`src/rtl/sprite_queue_pkg.sv`:
```
// Shared sprite draw-queue record format, used by both the queue producer and sprite_driver.
package sprite_queue_pkg;

    typedef struct packed {
        logic [7:0]  id;
        logic [15:0] x;
        logic [15:0] y;
        logic [7:0]  scale;
    } sprite_entry_t;

    localparam int SPRITE_REC_BYTES = 6;
    localparam int SPRITE_REC_BITS  = $bits(sprite_entry_t);

endpackage

```
`src/rtl/sprite_queue_fifo.sv`:
```
// Generic first-word-fall-through FIFO; read data valid while !o_empty, write lands after one edge.
// Pushes are dropped when full, pops are ignored when empty, and flush has priority over both.
module sprite_queue_fifo #(
    parameter int WIDTH = 48,
    parameter int DEPTH = 16
) (
    input  logic                     i_clk,
    input  logic                     i_reset,
    input  logic                     i_push,
    input  logic [WIDTH-1:0]         i_wr_dat,
    input  logic                     i_pop,
    input  logic                     i_flush,
    output logic [WIDTH-1:0]         o_rd_dat,
    output logic                     o_full,
    output logic                     o_empty,
    output logic [$clog2(DEPTH):0]   o_count
);
    localparam int AW = $clog2(DEPTH);
    localparam logic [AW:0] FULL_CNT = (AW+1)'(DEPTH);

    logic [WIDTH-1:0] r_mem [DEPTH];
    logic [AW-1:0]    r_wr_ptr;
    logic [AW-1:0]    r_rd_ptr;
    logic [AW:0]      r_count;
    logic             w_push;
    logic             w_pop;

    assign o_full   = (r_count == FULL_CNT);
    assign o_empty  = (r_count == '0);
    assign o_count  = r_count;
    assign o_rd_dat = r_mem[r_rd_ptr];
    assign w_push   = i_push && !o_full;
    assign w_pop    = i_pop && !o_empty;

    always_ff @(posedge i_clk) begin
        if (i_reset || i_flush) begin
            r_wr_ptr <= '0;
            r_rd_ptr <= '0;
            r_count  <= '0;
        end else begin
            if (w_push) r_wr_ptr <= r_wr_ptr + AW'(1);
            if (w_pop)  r_rd_ptr <= r_rd_ptr + AW'(1);
            case ({w_push, w_pop})
                2'b10:   r_count <= r_count + (AW+1)'(1);
                2'b01:   r_count <= r_count - (AW+1)'(1);
                default: r_count <= r_count;
            endcase
        end
    end

    // Storage has no reset so it can map onto distributed RAM.
    always_ff @(posedge i_clk) begin
        if (w_push && !i_flush && !i_reset) r_mem[r_wr_ptr] <= i_wr_dat;
    end

endmodule

```
`src/rtl/sprite_queue.sv`:
```
// Assembles 6-byte sprite commands into records and queues them FWFT; head valid one edge after the last byte.
// in_ready drops only when the sixth byte is pending and the queue is full; it never depends on dequeue.
module sprite_queue
    import sprite_queue_pkg::*;
#(
    parameter int DEPTH = 16
) (
    input  logic                     i_clk,
    input  logic                     i_reset,
    input  logic                     i_in_valid,
    input  logic [7:0]               i_in_data,
    output logic                     o_in_ready,
    input  logic                     i_flush,
    input  logic                     i_sprite_queue_dequeue,
    output logic                     o_sprite_queue_is_empty,
    output logic [7:0]               o_sprite_queue_sprite_id,
    output logic [15:0]              o_sprite_queue_sprite_x,
    output logic [15:0]              o_sprite_queue_sprite_y,
    output logic [7:0]               o_sprite_queue_sprite_scale,
    output logic [$clog2(DEPTH):0]   o_count
);
    localparam logic [2:0] LAST_IDX = 3'(SPRITE_REC_BYTES - 1);

    logic [2:0]                 r_byte_idx;
    logic [39:0]                r_shift;
    logic                       w_accept;
    logic                       w_push;
    logic                       w_full;
    sprite_entry_t              w_wr_entry;
    sprite_entry_t              w_head;
    logic [SPRITE_REC_BITS-1:0] w_rd_dat;

    assign o_in_ready = !(r_byte_idx == LAST_IDX && w_full);
    assign w_accept   = i_in_valid && o_in_ready && !i_flush;
    assign w_push     = w_accept && (r_byte_idx == LAST_IDX);
    // Earlier bytes sit MSB-first in the shift register, matching the packed record order.
    assign w_wr_entry = sprite_entry_t'({r_shift, i_in_data});

    always_ff @(posedge i_clk) begin
        if (i_reset || i_flush) begin
            r_byte_idx <= '0;
        end else if (w_accept) begin
            if (r_byte_idx == LAST_IDX) begin
                r_byte_idx <= '0;
            end else begin
                r_byte_idx <= r_byte_idx + 3'd1;
                r_shift    <= {r_shift[31:0], i_in_data};
            end
        end
    end

    sprite_queue_fifo #(
        .WIDTH (SPRITE_REC_BITS),
        .DEPTH (DEPTH)
    ) u_fifo (
        .i_clk    (i_clk),
        .i_reset  (i_reset),
        .i_push   (w_push),
        .i_wr_dat (w_wr_entry),
        .i_pop    (i_sprite_queue_dequeue),
        .i_flush  (i_flush),
        .o_rd_dat (w_rd_dat),
        .o_full   (w_full),
        .o_empty  (o_sprite_queue_is_empty),
        .o_count  (o_count)
    );

    assign w_head                      = sprite_entry_t'(w_rd_dat);
    assign o_sprite_queue_sprite_id    = w_head.id;
    assign o_sprite_queue_sprite_x     = w_head.x;
    assign o_sprite_queue_sprite_y     = w_head.y;
    assign o_sprite_queue_sprite_scale = w_head.scale;

endmodule

```
`config.mk`:
```
export PLATFORM = sky130hd
export DESIGN_NAME = sprite_queue
export DESIGN_NICKNAME = d
export VERILOG_FILES = /design/src/rtl/sprite_queue_pkg.sv /design/src/rtl/sprite_queue_fifo.sv /design/src/rtl/sprite_queue.sv
export SDC_FILE = /design/constraint.sdc
export NUM_CORES = 1
export LEC_CHECK = 0
export ABC_AREA = 0
export CAP_MARGIN = 20
export CORE_ASPECT_RATIO = 0.75
export CORE_UTILIZATION = 61
export CTS_CLUSTER_SIZE = 16
export DETAILED_ROUTE_END_ITERATION = 6
export PLACE_DENSITY = 0.82
export SYNTH_ARGS = -nofsm -noshare
export SYNTH_HDL_FRONTEND = slang
export SYNTH_SLANG_ARGS = --single-unit
export TNS_END_PERCENT = 5
```
`constraint.sdc`:
```
create_clock -name i_clk -period 6.7 [get_ports i_clk]
set_clock_uncertainty 0.15 [all_clocks]
set_input_delay 0.67 -clock i_clk [delete_from_list [all_inputs] [get_ports i_clk]]
set_output_delay 0.67 -clock i_clk [all_outputs]
set_load 0.03 [all_outputs]
```
==> flow_metrics.env <==
export IMPL_outcome="complete, no violations"
export IMPL_start_util=0.6184
export IMPL_hp_start="u_fifo.r_rd_ptr[3]"
export IMPL_die_h_um=197.2
export IMPL_num_nets_final=1482
export IMPL_synthAdderAreaFrac=0.004281
export IMPL_synth_common_cells="808 x edfxtp_1, 192 x mux4_2, 96 x a22oi_1"
export IMPL_fmax_mhz=215.6
export IMPL_grt_max_degree=121
export IMPL_cts_setup_buffers=0
export IMPL_syn_avg_cell_area_sq_um=22.92
export IMPL_power_switching_w=0.001877
export IMPL_ctsHoldBuffers=0
export IMPL_cts_root_buffer="clkbuf_16"
export IMPL_worstRegToRegCells=6
export IMPL_yosysTopAreaCell="edfxtp_1"
export IMPL_cts_made_buffers=73
export IMPL_viasPerCell=6.778
export IMPL_period_needed_ps=4638
export IMPL_hold_violations=0
export IMPL_antenna_found_initial=3
export IMPL_synth_edf_count=808
export IMPL_cp_top_family="buffers and inverters"
export IMPL_die_area_sq_um=51710
export IMPL_setup_viol=0
export IMPL_grt_pass1_wl_mm=101.1
export IMPL_synthDominantCellAreaShare=0.7831
export IMPL_cts_resized=0
export IMPL_synth_cell_types=39
export IMPL_crit_buf_inv=2
export IMPL_overflow=0
export IMPL_crit_type="reg -> out"
export IMPL_core_sq_um=50100
export IMPL_synth_xor_area_frac=0.001413
export IMPL_syn2layout_area_growth_pct=13.19
export IMPL_ys_ff_latch=828
export IMPL_place_hpwl_mm=33.20
export IMPL_slowest_stage="dfxtp_4"
export IMPL_peakVddDrop_mv=0.2288
export IMPL_crit_required_ps=5880
export IMPL_p_seq_frac=0.567
export IMPL_cts_max_level=3
export IMPL_insertion_delay_ps=600
export IMPL_r2r_end="u_fifo.r_mem[9][21]"
export IMPL_grt_pass1_vias=15468
export IMPL_worstHoldPathCells=2
export IMPL_grt_usage=0.2758
export IMPL_io_pins=68
export IMPL_synthCells=1352
export IMPL_die_width_um=262.2
export IMPL_yosysWarnings=0
export IMPL_p_leak_nw=10.80
export IMPL_post_drt_wl_per_cell_um=31.90
export IMPL_fp_row_count=71
export IMPL_powerDensity_nw_per_um2=284.5
export IMPL_synth_simple_area_share=0.01773
export IMPL_dr_total_vias=14735
export IMPL_place_congestion=0.7231
export IMPL_synth_fp_nets=1375
export IMPL_clockBufferDepth=3
export IMPL_path_cells="buf_12 > mux4_2 > a22oi_1 > nand2_1 > clkdlybuf4s50_1"
export IMPL_rrSetupSlack_ps=3370
export IMPL_worstSetupEndpointType="primary output"
export IMPL_async_reset_ff_frac=0
export IMPL_rsz0062_at_grt="no"
export IMPL_cts_sinks=828
export IMPL_combPwrFrac=0.003
export IMPL_drc_errors=0
export IMPL_synth_ff_type="edfxtp_1"
export IMPL_synth_compound_area_frac=0.02738
export IMPL_tightest_slew_ps=1017
export IMPL_yosysMostFrequentCell="edfxtp_1"
export IMPL_synthMuxAreaShare=0.1409
export IMPL_first_iter_violations=1841
export IMPL_num_antenna_cells=0
export IMPL_wirelength_mm=69.34
export IMPL_cpPeakStageDelay_ps=660
export IMPL_slew_headroom=0.3203
export IMPL_cp_max_fo=99
export IMPL_p_int_w=0.008099
export IMPL_ant_nets=0
export IMPL_switching_share=0.1881
export IMPL_setup_slack_ps=2062
export IMPL_fin_tns_setup_ps=0
export IMPL_hold_path_class="reg -> reg"
export IMPL_cts_tree="built"
export IMPL_port_buffers=67
export IMPL_finalCritPeriodShare=0.6922
export IMPL_dp_worst_setup_slack_ps=2502
export IMPL_drive_above_1_share=0.2399
export IMPL_worstPathArrival_ps=3820
export IMPL_synth_area_sq_um=30980
export IMPL_rr_startpoint="r_byte_idx[0]"
export IMPL_clkSlewWorstSetupHoldPaths_ps=70
export IMPL_yosysSeqAreaShare=0.7960
export IMPL_max_cap_violations=0
export IMPL_synth_top_family_by_area="multiplexers"
export IMPL_firstDrtPassIters=5
export IMPL_slew_viol_final=0
export IMPL_cp_start_kind="flop"
export IMPL_ys_top_cells_by_area="edfxtp_1 78%, mux4_2 14%, a22oi_1 2.3%"
export IMPL_clkPwrFrac=0.430
## cell usage in the layout (no fill, tap or decap), drive strengths merged, types with 2 or more instances in the layout
cell / synthesis / final
o211ai: 2 / 2
or4: 3 / 3
bufinv: 0 / 9
ha: 9 / 9
nand2b: 2 / 2
mux2i: 4 / 4
inv: 11 / 14
clkinv: 0 / 29
buf: 37 / 34
xor2: 4 / 4
a21o: 2 / 2
edfxtp: 808 / 808
clkdlybuf4s50: 0 / 67
a22oi: 96 / 96
nand3b: 5 / 5
clkinvlp: 0 / 2
mux4: 192 / 192
a21oi: 9 / 9
nand2: 54 / 54
nor3: 6 / 6
o21ai: 2 / 2
nor2b: 2 / 2
nor2: 35 / 35
clkbuf: 32 / 90
dfxtp: 20 / 20
nand3: 4 / 4
## tightest hold or removal path: cells and delay by family, from the launching register on
family / cells / cell delay, ps
and+or+nand+nor: 1 / 70
DFF: 1 / 310
AOI/OAI and AO/OA: 1 / 80
## sequential cells by signal (all words and copies together) (netlist names), named ones only
signal,count
u_fifo.r_mem,768
r_shift,40
u_fifo.o_count,5
u_fifo.r_rd_ptr,4
u_fifo.r_wr_ptr,4
r_byte_idx,3
## worst max-delay path by stage
stage	startpoint	end	slack (ps)	cells after the start
finish	flop	o_sprite_queue_sprite_y[3]	2060	5
global route	flop	o_sprite_queue_sprite_y[3]	1870	5
CTS	flop	o_sprite_queue_sprite_y[3]	2030	5
detailed placement	i_flush	u_fifo.r_mem[4][34]	2500	7
global placement	i_flush	u_fifo.r_mem[4][34]	2590	7
floorplan	i_flush	u_fifo.r_mem[1][0]	1190	5
## through the flow
| step | hold WS (ps) | utilization | instance area [sq um] | total power, W | cells |
|---|---|---|---|---|---|
| floorplan | 308.7 | - | 30980 | 0.005770 | 1352 |
| global placement | 327.2 | 0.6497 | 32550 | 0.005799 | 2037 |
| detailed placement | 340.1 | 0.6497 | 32550 | 0.005803 | 2037 |
| CTS | 349.2 | 0.6979 | 34970 | 0.01001 | 2170 |
| global route | 410.8 | 0.7000 | 35070 | 0.01020 | 2174 |
| finish | 359.8 | 0.7000 | 35070 | 0.009976 | 2174 |
## kinds of logic (layout without fill, tap and decap cells)
family          Yosys count  in the layout
mux                     196            196
compound gates          115            115
fa+ha+maj                10             10
flops                   828            828
xor+xnor                  5              5
simple gates            118            118
buf+inv                  80            245
## cell type report
cell class	instances	area [sq um]
Fill cell	2852	15030
Clock buffer	90	1976
Inverter	11	41.29
Tap cell	657	822.0
Clock inverter	43	441.7
Timing Repair Buffer	101	1036
Multi-Input combinational cell	444	6083
Sequential cell	828	24670
## power groups by stage
stage / logic, W / registers (W) / clock network [W]
finish: 0.0000310 / 0.00566 / 0.00429
global route: 0.0000332 / 0.00566 / 0.00451
CTS: 0.0000312 / 0.00566 / 0.00432
detailed placement: 0.0000307 / 0.00577 / 0
global placement: 0.0000291 / 0.00577 / 0
floorplan: 0.00000653 / 0.00576 / 0
## per-layer routing
| layer | global-route usage | wire length (um) | vias up |
|---|---|---|---|
| li1 | - | - | 5947 |
| met1 | 0.3607 | 25600 | 7790 |
| met2 | 0.4780 | 36160 | 848 |
| met3 | 0.04899 | 5649 | 148 |
| met4 | 0.08976 | 1916 | 2 |
| met5 | 0 | 13 | - |
(Power assumes the default switching activity.)
